### config.mk
export PLATFORM = sky130hd
export DESIGN_NAME = mem_arbiter
export DESIGN_NICKNAME = d
export VERILOG_FILES = /design/src/rtl/mmix_defs.sv /design/src/rtl/rr_picker.sv /design/src/rtl/mem_arbiter.sv
export SDC_FILE = /design/constraint.sdc
export NUM_CORES = 1
export LEC_CHECK = 0
export ABC_AREA = 1
export CORE_AREA = 2 2 207 209
export CTS_CLUSTER_DIAMETER = 150
export DETAILED_ROUTE_END_ITERATION = 10
export DIE_AREA = 0 0 209 211
export GPL_TIMING_DRIVEN = 0
export HOLD_SLACK_MARGIN = 0.15
export PLACE_DENSITY_LB_ADDON = 0.08
export SETUP_SLACK_MARGIN = 0.05
export SKIP_LAST_GASP = 1
export SYNTH_ARGS = -nofsm -noshare
export SYNTH_HDL_FRONTEND = slang
export SYNTH_HIERARCHICAL = 1
export SYNTH_SLANG_ARGS = --single-unit
### constraint.sdc
create_clock -name clk -period 1.7 [get_ports clk]
set_clock_uncertainty 0.1 [all_clocks]
set_input_delay 0.17 -clock clk [delete_from_list [all_inputs] [get_ports clk]]
set_output_delay 0.17 -clock clk [all_outputs]
set_load 0.02 [all_outputs]
### src/rtl/mmix_defs.sv
// mmix_defs: shared arbiter state encoding and memory access size codes
package mmix_defs;
  typedef enum logic [1:0] {IDLE, BUSY, DONE} arb_state_t;
  localparam logic [1:0] BYTE = 2'd0;
  localparam logic [1:0] WYDE = 2'd1;
  localparam logic [1:0] TETRA = 2'd2;
  localparam logic [1:0] OCTA = 2'd3;
endpackage

### src/rtl/rr_picker.sv
// rr_picker: rotating-start priority encoder choosing one requester
module rr_picker #(
  parameter int N = 2,
  parameter int IW = 1
) (
  input logic [N-1:0] req,
  input logic [IW-1:0] start,
  input logic mode,
  output logic [IW-1:0] winner,
  output logic valid
);
  int base;
  int best;
  always_comb begin
    base = mode ? int'(start) : 0;
    best = N;
    winner = '0;
    valid = 1'b0;
    for (int k = 0; k < N; k++) begin
      if (req[k] && ((k + N - base) % N) < best) begin
        best = (k + N - base) % N;
        winner = IW'(k);
        valid = 1'b1;
      end
    end
  end
endmodule

### src/rtl/mem_arbiter.sv
// mem_arbiter: multi-port memory arbiter with round-robin/fixed priority and optional timeout
module mem_arbiter
  import mmix_defs::*;
#(
  parameter int NPORTS = 2,
  parameter int ADDR_W = 64,
  parameter int DATA_W = 64,
  parameter int RR_MODE = 1,
  parameter int TIMEOUT = 0
) (
  input logic clk,
  input logic reset_n,
  input logic [NPORTS-1:0][ADDR_W-1:0] p_address,
  input logic [NPORTS-1:0][1:0] p_datasize,
  input logic [NPORTS-1:0] p_read,
  input logic [NPORTS-1:0] p_write,
  input logic [NPORTS-1:0][DATA_W-1:0] p_writedata,
  output logic [DATA_W-1:0] p_readdata,
  output logic [NPORTS-1:0] p_done,
  output logic [NPORTS-1:0] p_error,
  output logic [ADDR_W-1:0] mem_address,
  output logic [1:0] mem_datasize,
  output logic mem_read,
  output logic mem_write,
  output logic [DATA_W-1:0] mem_writedata,
  input logic [DATA_W-1:0] mem_readdata,
  input logic mem_done,
  output logic busy,
  output logic [$clog2(NPORTS)-1:0] grant_id
);
  localparam int IW = $clog2(NPORTS);
  arb_state_t state, next_state;
  logic [IW-1:0] last_grant, start, winner;
  logic valid, conflict, expired;
  logic [31:0] timer;
  rr_picker #(.N(NPORTS), .IW(IW)) u_picker (
    .req(p_read | p_write),
    .start(start),
    .mode(RR_MODE != 0),
    .winner(winner),
    .valid(valid)
  );
  assign busy = state == BUSY;
  always_comb begin
    start = (last_grant == IW'(NPORTS - 1)) ? '0 : last_grant + IW'(1);
    conflict = p_read[winner] & p_write[winner];
    expired = (TIMEOUT > 0) && (timer == 32'(TIMEOUT - 1));
    next_state = (state == IDLE) ? (valid ? (conflict ? DONE : BUSY) : IDLE)
               : (state == BUSY) ? ((mem_done || expired) ? DONE : BUSY) : IDLE;
  end
  always_ff @(posedge clk or negedge reset_n)
    if (!reset_n) state <= IDLE;
    else state <= next_state;
  always_ff @(posedge clk or negedge reset_n)
    if (!reset_n) begin
      last_grant <= IW'(NPORTS - 1);
      grant_id <= '0;
      timer <= '0;
      p_done <= '0;
      p_error <= '0;
      p_readdata <= '0;
      mem_address <= '0;
      mem_datasize <= '0;
      mem_read <= 1'b0;
      mem_write <= 1'b0;
      mem_writedata <= '0;
    end else begin
      p_done <= '0;
      p_error <= '0;
      if (state == IDLE && valid) begin
        grant_id <= winner;
        last_grant <= winner;
        timer <= '0;
        if (conflict) p_error[winner] <= 1'b1;
        else begin
          mem_address <= p_address[winner];
          mem_datasize <= p_datasize[winner];
          mem_writedata <= p_writedata[winner];
          mem_read <= p_read[winner];
          mem_write <= p_write[winner];
        end
      end
      if (state == BUSY) begin
        timer <= timer + 32'd1;
        if (mem_done || expired) begin
          mem_read <= 1'b0;
          mem_write <= 1'b0;
          if (mem_done) begin
            p_done[grant_id] <= 1'b1;
            if (mem_read) p_readdata <= mem_readdata;
          end else p_error[grant_id] <= 1'b1;
        end
      end
    end
endmodule

---- Yosys cells after proc, flatten, opt, wreduce, memory -nomap -nowiden ----
Index checks and enable logic that the tools add are counted.
word-level totals
  register bits after elaboration ......... 204
  bits of input ports ..................... 331
  output and inout port bits .............. 202
cells by class
  $add $sub $neg .......................... 3
  magnitude comparators ................... 6
  equal/unequal tests ..................... 1
  muxes and demuxes ....................... 36
  bitwise gates (word level) .............. 5
  reduce and logical (&&, ||, !) cells .... 8
operators by type and width
  kind                   count
  $mux W64               4
  $lt A2 B32 Y1          1
  $mux W32               1
  $mux W2                11
  $mux W1                18
  $sub A2 B1 Y3 const A  2
  $logic_and A1 B1 Y1    5
  $lt A1 B2 Y1 const B   2
  $and A1 B1 Y1          3
  $lt A2 B3 Y1 const B   1
  $reduce_and A3 Y1      1
  $demux W1 S1           2
  $eq A2 B1 Y1 const B   1
  $ge A1 B1 Y1 const B   2
  $logic_not A2 Y1       1
  $or A2 B2 Y2           1
  $reduce_and A2 Y1      1
  $add A1 B1 Y1 const B  1
  $not A1 Y1             1

---- Longest topological paths before layout ----
Gate-level depths: netlist of run 1.
  depth after elaboration ................. 17
  gate-level depth with buffers ........... 13

---- Hierarchy ----
The synthesis of run 1 kept the hierarchy.
modules (own cells, without submodules)
  module       times used  cells each  area an instance (um2)
  mem_arbiter  1           1301        9609.2
  rr_picker    1           4           18.8

---- Least setup slack after synthesis of run 1 ----
No wires, ideal clock.
  path kind ............................... reg-to-reg
  start point ............................. register last_grant
  end point ............................... register mem_address[0]
  library setup time ...................... 0.117 ns
  data arrival time ....................... 1.494 ns
  data required time ...................... 1.483 ns
  path slack .............................. -0.011 ns
  cell stages (with the launch flop) ...... 13
  path buffers ............................ 3
  clock period less this slack ............ 1.711 ns
  cell sequence ........................... dfstp_2 > inv_1 > nand2_1 > a21oi_1 > buf_4 > inv_2 > nand2_1 > nand2_2 > nand2_4 > buf_4 > buf_2 > nand3_1 > nand2_1
between the ends
  word-level cells in the longest chain between the ends .. 15
  elaborated cells on any way between the ends .. 24
  those cells by class .................... add/sub (3); order compare (2); mux (11); bitwise (4); reduce/logical (4)
RTL lines
  item                                         line                              text
  start: declaration                           mem_arbiter.sv:33                 logic [IW-1:0] last_grant, start, winner;
  start signal: assignment                     mem_arbiter.sv:56                 last_grant <= IW'(NPORTS - 1);
  start signal: assignment                     mem_arbiter.sv:72                 last_grant <= winner;
  $add A1 B1 Y1                                mem_arbiter.sv:45                 start = (last_grant == IW'(NPORTS - 1)) ? '0 : last_grant + IW'(1);
  $mux W1 *                                    mem_arbiter.sv:45
  net start                                    mem_arbiter.sv:33
  $sub A2 B1 Y3                                rr_picker.sv:20, rr_picker.sv:21
  $and A1 B1 Y1 (no line)                      -
  $lt A2 B3 Y1                                 rr_picker.sv:20                   if (req[k] && ((k + N - base) % N) < best) begin
  $logic_and A1 B1 Y1                          rr_picker.sv:20
  $mux W32                                     rr_picker.sv:20
  $lt A2 B32 Y1 *                              rr_picker.sv:20
  $logic_and A1 B1 Y1 *                        rr_picker.sv:20
  $mux W1 *                                    rr_picker.sv:20
  net winner                                   mem_arbiter.sv:33
  $mux W1 (not written as such) (2 in series)  mem_arbiter.sv:46                 conflict = p_read[winner] & p_write[winner];
  $and A1 B1 Y1                                mem_arbiter.sv:46
  $not A1 Y1 (no line)                         -
  $reduce_and A2 Y1 (no line)                  -
  end signal: assignment                       mem_arbiter.sv:76                 mem_address <= p_address[winner];
  end: declaration                             mem_arbiter.sv:21                 output logic [ADDR_W-1:0] mem_address,
The timed path passes the listed nets; every way through them passes the cells marked *. The select of a mux whose other input is x is not followed.
A chain may end at the register's enable or synchronous reset.

---- Worst setup path in the final report of run 1 ----
  start point ............................. register last_grant
  end point ............................... register mem_address[51]
The elaborated chain is that of the path after synthesis.

==> insert_results.sql, run 1 <==
INSERT INTO impl_metrics (metric_group, metric, value, unit) VALUES
('power', 'p_int', '18.2', 'mW'),
('timing', 'timing_max_transition_violations_final', '0', ''),
('timing', 'timing.final.ws_setup', '-305', 'ps'),
('flow_run', 'maxCapViolations', '0', ''),
('timing', 'timing.hold.ws', '181', 'ps'),
('grt', 'grt.met1_usage', '23.0', '%'),
('detailed_routing', 'first_pass_drt_iterations', '4', ''),
('timing', 'post-route-period-util', '118', '%'),
('timing', 'tightestPinTransition', '582', 'ps'),
('grt', 'met2_usage', '33.7', '%'),
('synth', 'yosysWarnings', '6', ''),
('placement', 'hpwl', '32600', 'µm'),
('grt', 'grt_first_pass_wirelength', '65400', 'µm'),
('synth', 'ys_seq_area_share', '53.0', '%'),
('clock_tree', 'cts_made_buffers', '26', ''),
('cells_and_area', 'area_delta_synth_final', '96.5', '%'),
('power', 'static-leakage-power', '11.6', 'nW'),
('detailed_routing', 'drt_first_iter_violations', '519', ''),
('min_path', 'min-delay-start', 'p_writedata[44]', ''),
('grt', 'grt_start_max_net_pins', '95', ''),
('synth', 'synth_top_area_share', '52.8', '%'),
('placement', 'numPortBuffers', '532', ''),
('setup_path', 'r2r_endpoint', 'mem_address[51]$_DFFE_PN0P_', ''),
('clock_tree', 'clk_pin_slew_worst_paths', '60', 'ps'),
('clock_tree', 'ctsLongestPathBuffers', '3', ''),
('min_path', 'worst_hold_path.endpoint', 'mem_writedata[44]$_DFFE_PN0P_', ''),
('detailed_routing', 'detail_route.wirelength', '43900', 'µm'),
('min_path', 'hold_path_depth', '5', ''),
('grt', 'grt-busiest-layer', 'met2', ''),
('power', 'vdd_ir_drop_max', '0.000647', 'V'),
('min_path', 'class_of_the_tightest_hold_or_removal_check', 'in2reg', ''),
('timing', 'period_needed', '2010', 'ps'),
('floorplan', 'die_w', '209', 'µm'),
('detailed_routing', 'ant_nets', '0', ''),
('setup_path', 'critical_path_required', '2030', 'ps'),
('timing', 'fmax', '499', 'MHz'),
('synth', 'postSynthAreaPerCell', '7.38', 'µm²'),
('run_status', 'result_of_the_run', 'finished with violations', ''),
('floorplan', 'core_area', '0.0418', 'mm²'),
('timing', 'report.final.setup_viol', '134', ''),
('synth', 'postSynthCellCount', '1305', ''),
('setup_path', 'crit_path_start_kind', 'register', ''),
('run_status', 'violations', 'setup timing', ''),
('detailed_routing', 'drcViolationCount', '0', ''),
('synth', 'synth-adder-area-share', '0', '%'),
('grt', 'grtUsageMet3', '5.56', '%'),
('setup_path', 'timing_worst_setup_path_type', 'reg2reg', ''),
('synth', 'synth_area', '0.00963', 'mm²'),
('grt', 'grt_pass1_vias', '11010', ''),
('detailed_routing', 'via_total_after_detailed_routing', '10658', ''),
('synth', 'synth-compound-area-share', '3.69', '%'),
('clock_tree', 'worst_skew_pair.late_latency', '540', 'ps'),
('grt', 'initial_antenna_violation_count', '5', ''),
('floorplan', 'io_pins', '533', ''),
('setup_path', 'worst_r2r_path_depth', '14', ''),
('power', 'seqPwrFrac', '27.0', '%'),
('placement', 'place_ws', '-1030', 'ps'),
('setup_path', 'category_of_the_worst_setup_path_capture_point', 'register', ''),
('setup_path', 'critPathArrivalTime', '2340', 'ps'),
('power', 'total_power', '30.6', 'mW'),
('synth', 'synth.area.top_cells', 'sky130_fd_sc_hd__dfrtp_1, sky130_fd_sc_hd__nand2_1, sky130_fd_sc_hd__nand3_1', ''),
('clock_tree', 'cts_tree', 'done', ''),
('power', 'pwr_density_cell', '1620', 'mW/mm²'),
('floorplan', 'die_height', '211', 'µm'),
('power', 'total_switching_power', '12.4', 'mW'),
('power', 'switch_share', '40.6', '%'),
('synth', 'synth_area_leader_cell', 'sky130_fd_sc_hd__dfrtp_1', ''),
('detailed_routing', 'routed_wire_length_per_instance', '17.3', 'µm'),
('floorplan', 'die_area', '0.0441', 'mm²'),
('synth', 'syn-num-nets', '1636', ''),
('cells_and_area', 'filler_cell_count', '4200', '');
[kinds of logic (layout without fill, tap and decap cells)]
kind of cell | Yosys count | in the layout
flip-flops | 204 | 204
AO/OA/AOI/OAI | 71 | 71
AND/OR/NAND/NOR | 872 | 872
buffers and inverters | 157 | 842
other | 1 | 5
[cell usage in the layout, fill, tap and decap left out, types with 33 or more instances in the layout]
cell                                n
sky130_fd_sc_hd__clkbuf_16         34
sky130_fd_sc_hd__clkdlybuf4s50_1  329
sky130_fd_sc_hd__dfrtp_1          203
sky130_fd_sc_hd__dlygate4sd3_1     70
sky130_fd_sc_hd__dlymetal6s2s_1   201
sky130_fd_sc_hd__inv_1             69
sky130_fd_sc_hd__nand2_1          708
sky130_fd_sc_hd__nand3_1          107
sky130_fd_sc_hd__o21ai_0           36
sky130_fd_sc_hd__o21ai_1           33
[synth_stat cells, drive strengths merged]
cell	instances
nand2	726
dfrtp	203
nand3	131
inv	72
o21ai	70
buf	57
clkbuf	28
nor2	10
or2	3
nor3	2
a21oi	1
conb	1
dfstp	1
[worst max-delay path, stage by stage (launching register included)]
cell and delay, ps:
sky130_fd_sc_hd__dfstp_2 520, sky130_fd_sc_hd__inv_2 40, sky130_fd_sc_hd__nand2_2 50, sky130_fd_sc_hd__a21oi_2 50, sky130_fd_sc_hd__buf_6 140, sky130_fd_sc_hd__inv_8 70
sky130_fd_sc_hd__nand2_4 60, sky130_fd_sc_hd__nand2_4 100, sky130_fd_sc_hd__nand2_8 70, sky130_fd_sc_hd__buf_12 130, sky130_fd_sc_hd__buf_12 130, sky130_fd_sc_hd__clkbuf_16 160
sky130_fd_sc_hd__buf_8 140, sky130_fd_sc_hd__nand3_1 70, sky130_fd_sc_hd__nand2_1 60
[power by group through the flow]
stage | logic (mW) | clock network (mW) | registers, mW
4_1_cts | 16.3 | 6.09 | 8.36
6_report | 16.5 | 5.87 | 8.26
3_5_place_dp | 15.1 | 0 | 8.39
3_3_place_gp | 15.1 | 0 | 8.34
5_1_grt | 17.9 | 6.28 | 8.57
2_1_floorplan | 4.83 | 0 | 11.0
[layer usage]
layer	vias to the layer above	part of all wire, %	wire (µm)
met3	54	7.5	3310
met4	2	2.3	999
met5	-	0.027	12
met1	4899	41	17900
met2	347	49	21700
li1	5356	-	-
[worst max-delay path by stage]
stage                                       from                       endpoint  slack, ps  cells after the start
after floorplan                        p_read[1]             state[0]$_DFF_PN0_        110                     12
after global placement                   reset_n   mem_writedata[0]$_DFFE_PN0P_      -9110                      1
after detailed placement               p_read[0]    mem_address[27]$_DFFE_PN0P_      -1030                     10
after CTS                 last_grant$_DFFE_PN1N_  mem_writedata[54]$_DFFE_PN0P_       -280                     14
after global routing      last_grant$_DFFE_PN1N_    mem_address[10]$_DFFE_PN0P_       -390                     14
final                     last_grant$_DFFE_PN1N_    mem_address[51]$_DFFE_PN0P_       -310                     14
[cell type report]
class | instances | area (µm²) | area share, %
Timing Repair Buffer | 637 | 7150 | 37.8
Sequential cell | 204 | 5110 | 27.0
Multi-Input combinational cell | 944 | 4050 | 21.4
Clock buffer | 39 | 791 | 4.18
Buffer | 85 | 733 | 3.88
Tap cell | 539 | 674 | 3.57
Inverter | 72 | 278 | 1.47
Clock inverter | 9 | 120 | 0.635
Antenna cell | 4 | 10.0 | 0.0529
[metrics by stage]
| step | std cells | cell area, µm² | util [%] |
|---|---|---|---|
| after CTS | 2516 | 17900 | 42.8 |
| after global placement | 2376 | 15700 | 37.7 |
| after detailed placement | 2378 | 15800 | 37.9 |
| after global routing | 2532 | 18900 | 45.3 |
| after floorplan | 1305 | 9750 | - |
| final | 2533 | 18900 | 45.3 |
[sequential cells by signal, summed over array words and instances (netlist names)]
signal / flops
state: 2
grant_id: 1
mem_writedata: 64
last_grant: 1
p_error: 2
mem_write: 1
mem_datasize: 2
p_readdata: 64
p_done: 2
mem_read: 1
mem_address: 64
[what timing repair did]
item	4_1_cts	5_1_grt
pin swaps	6	21
gates cloned	4	7
hold buffers	70	1
setup buffers	16	6
hold endpoints to repair	272	18
resized for setup	53	332
setup endpoints to repair	400	418
No activity file was read; power rests on OpenSTA's default activity.
==> inputs of run 2 (changes only) <==
--- a/config.mk
+++ b/config.mk
@@ -6,10 +6,12 @@
 export NUM_CORES = 1
 export LEC_CHECK = 0
 export ABC_AREA = 1
-export CORE_AREA = 2 2 207 209
+export ABC_CLOCK_PERIOD_IN_PS = 1700
+export CAP_MARGIN = 20
+export CORE_AREA = 2 2 206 208
 export CTS_CLUSTER_DIAMETER = 150
 export DETAILED_ROUTE_END_ITERATION = 10
-export DIE_AREA = 0 0 209 211
+export DIE_AREA = 0 0 208 210
 export GPL_TIMING_DRIVEN = 0
 export HOLD_SLACK_MARGIN = 0.15
 export PLACE_DENSITY_LB_ADDON = 0.08
@@ -17,5 +19,4 @@
 export SKIP_LAST_GASP = 1
 export SYNTH_ARGS = -nofsm -noshare
 export SYNTH_HDL_FRONTEND = slang
-export SYNTH_HIERARCHICAL = 1
 export SYNTH_SLANG_ARGS = --single-unit
==> insert_results.sql, run 2 <==
INSERT INTO impl_metrics (metric_group, metric, value, unit) VALUES
('placement', 'hpwl', '32300', 'µm'),
('cells_and_area', 'final_layout_size_suffix_gt1_share', '17.3', '%'),
('detailed_routing', 'ant_nets', '0', ''),
('detailed_routing', 'drcViolationCount', '0', ''),
('power', 'total_switching_power', '13.9', 'mW'),
('cells_and_area', 'fin_nets', '2230', ''),
('clock_tree', 'clock_sink_count', '204', ''),
('power', 'switch_share', '42.0', '%'),
('synth', 'synth.area.top_cells', 'sky130_fd_sc_hd__dfrtp_1, sky130_fd_sc_hd__nand2_1, sky130_fd_sc_hd__mux2_2', ''),
('synth', 'ys_seq_area_share', '53.9', '%'),
('setup_path', 'timing_worst_setup_path_type', 'reg2reg', ''),
('synth', 'yosysWarnings', '0', ''),
('power', 'share_clk_of_total_power', '17.2', '%'),
('synth', 'synth_cell_type_count', '19', ''),
('synth', 'ys_async_sr_fraction', '100', '%'),
('grt', 'grt_use_total', '19.6', '%'),
('cells_and_area', 'final_cell_mix', 'sky130_fd_sc_hd__nand2_1, sky130_fd_sc_hd__clkdlybuf4s50_1, sky130_fd_sc_hd__dfrtp_1, sky130_fd_sc_hd__dlygate4sd2_1, sky130_fd_sc_hd__dlygate4sd3_1', ''),
('detailed_routing', 'first_pass_drt_iterations', '4', ''),
('flow_run', 'maxCapViolations', '0', ''),
('placement', 'dpl-instance-area', '0.0155', 'mm²'),
('grt', 'grt.overflow.total', '0', ''),
('placement', 'routabilityCongestion', '0.780', ''),
('detailed_routing', 'routed_wire_length_per_instance', '18.3', 'µm'),
('timing', 'tightestPinTransition', '513', 'ps'),
('clock_tree', 'cts_made_buffers', '27', ''),
('grt', 'grt_pass1_vias', '10745', ''),
('synth', 'synth.most_common_cell', 'sky130_fd_sc_hd__nand2_1', ''),
('synth', 'synth-edff-count', '0', ''),
('power', 'pwr_density_cell', '1720', 'mW/mm²'),
('cells_and_area', 'finish.instance_area', '0.0192', 'mm²'),
('synth', 'postSynthAreaPerCell', '8.13', 'µm²'),
('setup_path', 'worst_r2r_path_depth', '9', ''),
('floorplan', 'start_util', '22.8', '%'),
('placement', 'numPortBuffers', '532', ''),
('grt', 'initial_antenna_violation_count', '3', ''),
('floorplan', 'die_height', '210', 'µm'),
('setup_path', 'critPathArrivalTime', '2250', 'ps'),
('synth', 'ys_top_cells_by_count', 'sky130_fd_sc_hd__nand2_1, sky130_fd_sc_hd__dfrtp_1, sky130_fd_sc_hd__nand3_1, sky130_fd_sc_hd__mux2_2, sky130_fd_sc_hd__buf_2', ''),
('floorplan', 'core_area', '0.0415', 'mm²'),
('timing', 'period_needed', '1920', 'ps'),
('detailed_routing', 'via_total_after_detailed_routing', '10408', ''),
('timing', 'fmax', '522', 'MHz'),
('timing', 'timing.hold.ws', '24.4', 'ps'),
('floorplan', 'core.rowCount', '75', ''),
('synth', 'postSynthCellCount', '1165', ''),
('setup_path', 'crit_path_start_kind', 'register', ''),
('timing', 'timing_max_transition_violations_final', '0', ''),
('timing', 'post-route-period-util', '113', '%'),
('setup_path', 'critical_path_required', '2030', 'ps'),
('floorplan', 'die_w', '208', 'µm'),
('cells_and_area', 'mostFrequentLayoutCell', 'sky130_fd_sc_hd__nand2_1', ''),
('cells_and_area', 'top_regs', 'mem_address x64, mem_writedata x64, p_readdata x64', ''),
('clock_tree', 'cts_tree', 'done', ''),
('floorplan', 'die_area', '0.0437', 'mm²'),
('clock_tree', 'ctsLongestPathBuffers', '3', ''),
('synth', 'synth_area', '0.00947', 'mm²'),
('grt', 'grt_first_pass_wirelength', '65900', 'µm'),
('setup_path', 'category_of_the_worst_setup_path_capture_point', 'register', ''),
('power', 'vdd_ir_drop_max', '0.000625', 'V'),
('timing', 'report.final.setup_viol', '150', ''),
('timing', 'slew_headroom', '65.8', '%'),
('clock_tree', 'postCtsHoldBufs', '118', ''),
('run_status', 'result_of_the_run', 'finished with violations', ''),
('floorplan', 'io_pins', '533', ''),
('timing', 'timing.final.ws_setup', '-217', 'ps'),
('synth', 'syn-num-nets', '1496', ''),
('synth', 'synthFlopType', 'sky130_fd_sc_hd__dfrtp_1', ''),
('synth', 'synth_top_area_share', '53.6', '%'),
('timing', 'hold_viol', '0', ''),
('detailed_routing', 'detail_route.wirelength', '45100', 'µm'),
('clock_tree', 'worst_skew_pair.late_latency', '550', 'ps'),
('detailed_routing', 'route.detailed.vias_per_inst', '4.23', ''),
('grt', 'grt_start_max_net_pins', '87', ''),
('setup_path', 'timing.critical_path.fanout_max', '6', ''),
('power', 'seqPwrFrac', '25.6', '%'),
('power', 'power_frac_comb', '57.2', '%'),
('run_status', 'violations', 'setup timing', ''),
('power', 'p_int', '19.2', 'mW'),
('synth', 'synth_area_leader_cell', 'sky130_fd_sc_hd__dfrtp_1', ''),
('clock_tree', 'cts-htree-levels', '1', ''),
('synth', 'synth.ff_latch_count', '204', ''),
('clock_tree', 'clk_pin_slew_worst_paths', '60', 'ps'),
('cells_and_area', 'area_delta_synth_final', '103', '%'),
('power', 'static-leakage-power', '9.74', 'nW'),
('clock_tree', 'cts.root.buffer_cell', 'sky130_fd_sc_hd__clkbuf_16', ''),
('min_path', 'class_of_the_tightest_hold_or_removal_check', 'in2async', ''),
('timing', 'grt_setup_unrepaired', 'yes', ''),
('detailed_routing', 'drt_first_iter_violations', '370', '');
==> run 2: cell types whose count changed in the layout (fill, tap and decap cells not counted), sizes merged, moves of 3 or more <==
cell           before  now
clkbuf             65   71
nand3             131  136
inv                72    7
buf                95  100
dlygate4sd3        70  118
o21ai              70    3
nor2               10    7
dlymetal6s2s      201    0
nand2             726  664
clkdlybuf4s15       0    5
mux2                0   64
dlygate4sd2         0  194
==> run 2: power by group through the flow <==
stage                     combinational (mW)  clock, mW  sequential, mW
after detailed placement                16.6          0            8.49
after floorplan                         5.69          0            11.2
final                                   18.9       5.67            8.47
after global routing                    20.5       6.06            8.79
after global placement                  16.6          0            8.45
after CTS                               18.1       5.87            8.39
==> run 2: per-stage QoR <==
stage	util [%]	setup slack [ps]	instances	TNS (ps)	power (mW)
global route	46.3	-271	2458	-32890	35.3
finish	46.3	-217	2458	-23410	33.0
global placement	37.3	-9330	2236	-2014090	25.1
detailed placement	37.5	-849	2238	-126690	25.1
floorplan	-	36.7	1165	0	16.9
CTS	44.5	-210	2433	-20080	32.4
==> run 2: cell families (layout without fill, tap and decap cells) <==
logic type | after synthesis | after routing | synth area share, %
AO/OA/AOI/OAI | 6 | 6 | 0.357
buffers and inverters | 84 | 834 | 4.15
flip-flops | 204 | 204 | 53.9
multiplexers | 64 | 64 | 7.61
other | 0 | 3 | 0
AND/OR/NAND/NOR | 807 | 808 | 34.0
==> run 2: final timing paths <==
check | slack, ps | from | to
max in group asynchronous | 290 | reset_n | mem_writedata[11]$_DFFE_PN0P_
min in group clk | 170 | p_address[71] | mem_address[7]$_DFFE_PN0P_
min reg2reg | 360 | grant_id$_DFFE_PN0N_ | p_done[0]$_DFF_PN0_
max reg2reg | -220 | state[1]$_DFF_PN0_ | mem_writedata[61]$_DFFE_PN0P_
max | -220 | state[1]$_DFF_PN0_ | mem_writedata[61]$_DFFE_PN0P_
min | 20 | reset_n | p_readdata[10]$_DFFE_PN0P_
==> run 2: final cells by class <==
class	count	area, µm²
sequential	204	5110
antenna	3	7.51
tap	539	674
clock buffer	38	807
fill	4165	22300
timing repair buffer	707	7180
inverter	8	35.0
multi-input combinational	878	4440
buffer	73	897
clock inverter	8	68.8
==> run 2: routing by layer <==
layer,vias up,GRT usage [%],wire [µm]
met5,-,0,0
met2,353,34.8,22800
li1,5154,-,-
met4,0,4.77,654
met1,4861,23.1,18100
met3,40,5.80,3590
==> run 2: critical path, stage by stage (launching register included) <==
cell and delay, ps:
sky130_fd_sc_hd__dfrtp_1 370, sky130_fd_sc_hd__or2_4 270, sky130_fd_sc_hd__a21oi_4 170, sky130_fd_sc_hd__buf_6 130
sky130_fd_sc_hd__nand3_4 130, sky130_fd_sc_hd__buf_12 190, sky130_fd_sc_hd__clkbuf_16 170, sky130_fd_sc_hd__clkbuf_16 160
sky130_fd_sc_hd__nand3_2 50, sky130_fd_sc_hd__nand2_1 50
==> run 2: timing repair <==
| action | in CTS | in global routing |
|---|---|---|
| endpoints found under the hold margin | 233 | 49 |
| gates resized for setup | 391 | 134 |
| pin swaps | 17 | 39 |
| endpoints found under the setup margin | 398 | 204 |
| buffers inserted | 22 | 14 |
| gates cloned | 12 | 11 |
==> inputs of run 3 (changes only) <==
--- a/config.mk
+++ b/config.mk
@@ -17,6 +17,7 @@
 export PLACE_DENSITY_LB_ADDON = 0.08
 export SETUP_SLACK_MARGIN = 0.05
 export SKIP_LAST_GASP = 1
+export SLEW_MARGIN = 20
 export SYNTH_ARGS = -nofsm -noshare
 export SYNTH_HDL_FRONTEND = slang
 export SYNTH_SLANG_ARGS = --single-unit
==> insert_results.sql, run 3 (same netlist as run 2, synthesis figures left out) <==
INSERT INTO impl_metrics (metric_group, metric, value, unit) VALUES
('clock_tree', 'ctsLongestPathBuffers', '3', ''),
('detailed_routing', 'route.detailed.vias_per_inst', '4.24', ''),
('detailed_routing', 'first_pass_drt_iterations', '4', ''),
('setup_path', 'timing_worst_setup_path_type', 'reg2reg', ''),
('setup_path', 'crit_path_start_kind', 'register', ''),
('timing', 'timing_max_transition_violations_final', '0', ''),
('grt', 'grt.overflow.total', '0', ''),
('run_status', 'violations', 'setup timing', ''),
('timing', 'fmax', '528', 'MHz'),
('timing', 'hold_viol', '0', ''),
('timing', 'tightestPinTransition', '566', 'ps'),
('power', 'pwr_density_cell', '1720', 'mW/mm²'),
('detailed_routing', 'ant_nets', '0', ''),
('cells_and_area', 'finish.instance_area', '0.0194', 'mm²'),
('cells_and_area', 'multi_input_area', '0.00454', 'mm²'),
('setup_path', 'bufs_and_invs_on_worst_path', '4', ''),
('floorplan', 'die_w', '208', 'µm'),
('cells_and_area', 'mostFrequentLayoutCell', 'sky130_fd_sc_hd__nand2_1', ''),
('timing', 'report.final.setup_viol', '135', ''),
('timing', 'period_needed', '1890', 'ps'),
('grt', 'grt.met1_usage', '24.0', '%'),
('floorplan', 'die_height', '210', 'µm'),
('floorplan', 'io_pins', '533', ''),
('grt', 'grt_start_max_net_pins', '84', ''),
('setup_path', 'crit_slowest_cell', 'sky130_fd_sc_hd__dfstp_2', ''),
('clock_tree', 'cts_tree', 'done', ''),
('detailed_routing', 'drt_first_iter_violations', '364', ''),
('floorplan', 'start_util', '22.8', '%'),
('cells_and_area', 'filler_cell_count', '4117', ''),
('clock_tree', 'clock_sink_count', '204', ''),
('power', 'static-leakage-power', '9.85', 'nW'),
('floorplan', 'core.rowCount', '75', ''),
('cells_and_area', 'fin_nets', '2254', ''),
('floorplan', 'die_area', '0.0437', 'mm²'),
('grt', 'met2_usage', '34.1', '%'),
('clock_tree', 'cts.root.buffer_cell', 'sky130_fd_sc_hd__clkbuf_16', ''),
('placement', 'hpwl', '32300', 'µm'),
('cells_and_area', 'top_regs', 'mem_address x64, mem_writedata x64, p_readdata x64', ''),
('placement', 'dpl-instance-area', '0.0155', 'mm²'),
('grt', 'grt-busiest-layer', 'met2', ''),
('cells_and_area', 'area_delta_synth_final', '105', '%'),
('grt', 'grt_pass1_vias', '10826', ''),
('detailed_routing', 'via_total_after_detailed_routing', '10521', ''),
('timing', 'grt_setup_unrepaired', 'yes', ''),
('clock_tree', 'cts-htree-levels', '1', ''),
('detailed_routing', 'drcViolationCount', '0', ''),
('cells_and_area', 'final_cell_mix', 'sky130_fd_sc_hd__nand2_1, sky130_fd_sc_hd__clkdlybuf4s50_1, sky130_fd_sc_hd__dfrtp_1, sky130_fd_sc_hd__dlygate4sd2_1, sky130_fd_sc_hd__dlygate4sd3_1', ''),
('setup_path', 'timing.critical_path.fanout_max', '7', ''),
('clock_tree', 'worst_skew_pair.late_latency', '540', 'ps'),
('cells_and_area', 'regArea', '0.00511', 'mm²'),
('placement', 'routabilityCongestion', '0.780', ''),
('detailed_routing', 'detail_route.wirelength', '44800', 'µm'),
('clock_tree', 'clk_pin_slew_worst_paths', '60', 'ps'),
('timing', 'post-route-period-util', '111', '%'),
('power', 'vdd_ir_drop_max', '0.000706', 'V'),
('min_path', 'class_of_the_tightest_hold_or_removal_check', 'in2async', ''),
('setup_path', 'critPathArrivalTime', '2220', 'ps'),
('detailed_routing', 'routed_wire_length_per_instance', '18.1', 'µm'),
('grt', 'grt_use_total', '19.6', '%'),
('grt', 'grtUsageMet3', '4.99', '%'),
('setup_path', 'crit_path_cell_trace', 'o21ai_4 -> nand2_4 -> buf_6 -> nand2_4 -> nand3_4 -> buf_12 -> nand2_8 -> clkbuf_16 -> clkbuf_16 -> nand2_2 -> nand2_1', ''),
('flow_run', 'maxCapViolations', '0', ''),
('setup_path', 'critical_path.top_delay_family', 'buffers and inverters', ''),
('floorplan', 'core_area', '0.0415', 'mm²'),
('setup_path', 'critical-path-max-stage-delay', '560', 'ps'),
('grt', 'initial_antenna_violation_count', '2', ''),
('grt', 'grt_first_pass_wirelength', '65800', 'µm'),
('clock_tree', 'postCtsHoldBufs', '147', ''),
('clock_tree', 'cts_made_buffers', '27', ''),
('timing', 'slew_headroom', '62.2', '%'),
('cells_and_area', 'final_layout_size_suffix_gt1_share', '19.0', '%'),
('setup_path', 'critical_path_required', '2030', 'ps'),
('setup_path', 'category_of_the_worst_setup_path_capture_point', 'register', ''),
('timing', 'timing.final.ws_setup', '-192', 'ps'),
('run_status', 'result_of_the_run', 'finished with violations', ''),
('cells_and_area', 'final_core_utilization', '46.8', '%'),
('placement', 'numPortBuffers', '532', '');
[run 3: layout make-up]
class | count | area share (%)
Buffer | 76 | 4.05
Tap cell | 539 | 3.47
Clock buffer | 41 | 4.21
Timing Repair Buffer | 728 | 37.9
Sequential cell | 204 | 26.3
Clock inverter | 6 | 0.445
Inverter | 8 | 0.219
Multi-Input combinational cell | 878 | 23.4
Antenna cell | 1 | 0.0129
[run 3: power by group]
part           leakage (nW)  internal [mW]  switching [mW]
Sequential             2.52           7.24            1.14
Clock                 0.444           3.59            2.28
Combinational          6.89           8.49            10.7
[run 3: through the flow]
stage	setup WS [ps]	power [mW]	setup TNS [ps]	instances	hold WS, ps
global route	-250	35.6	-30820	2481	59.3
detailed placement	-849	25.1	-127850	2238	13.3
finish	-192	33.4	-20680	2481	29.8
global placement	-9330	25.1	-2014090	2236	365
floorplan	36.7	16.9	0	1165	-226
CTS	-211	31.7	-19490	2455	23.6
[run 3: path summary, 6_finish.rpt]
check | start | to | slack, ps | cells after the start
max in group asynchronous | reset_n | mem_writedata[11]$_DFFE_PN0P_ | 320 | 4
min in group clk | mem_readdata[26] | p_readdata[26]$_DFFE_PN0P_ | 160 | 2
hold / removal | reset_n | mem_address[20]$_DFFE_PN0P_ | 30 | 2
hold reg to reg | grant_id$_DFFE_PN0N_ | p_done[0]$_DFF_PN0_ | 370 | 1
setup / recovery | last_grant$_DFFE_PN1N_ | mem_writedata[32]$_DFFE_PN0P_ | -190 | 11
setup reg to reg | last_grant$_DFFE_PN1N_ | mem_writedata[32]$_DFFE_PN0P_ | -190 | 11
[run 3: repair_timing]
action / CTS / global route
pin swaps: 5 / 11
cloned: 6 / 13
endpoints found under the setup margin: 398 / 196
setup buffers: 17 / 12
resized for setup: 363 / 184
endpoints found under the hold margin: 255 / 52
[run 3: routing by layer]
metal  part of all wire (%)  routed length [µm]  up-vias
li1                       -                   -     5207
met1                     42               18700     4927
met5                      0                   0        -
met2                     49               22200      339
met3                    6.7                3020       48
met4                    1.9                 873        0
[run 3: worst reg2reg max path: cells and delay by family (launching register included)]
family / cells / cell delay [ps]
compound gates: 1 / 80
buf+inv: 4 / 620
simple gates: 6 / 430
flops: 1 / 560
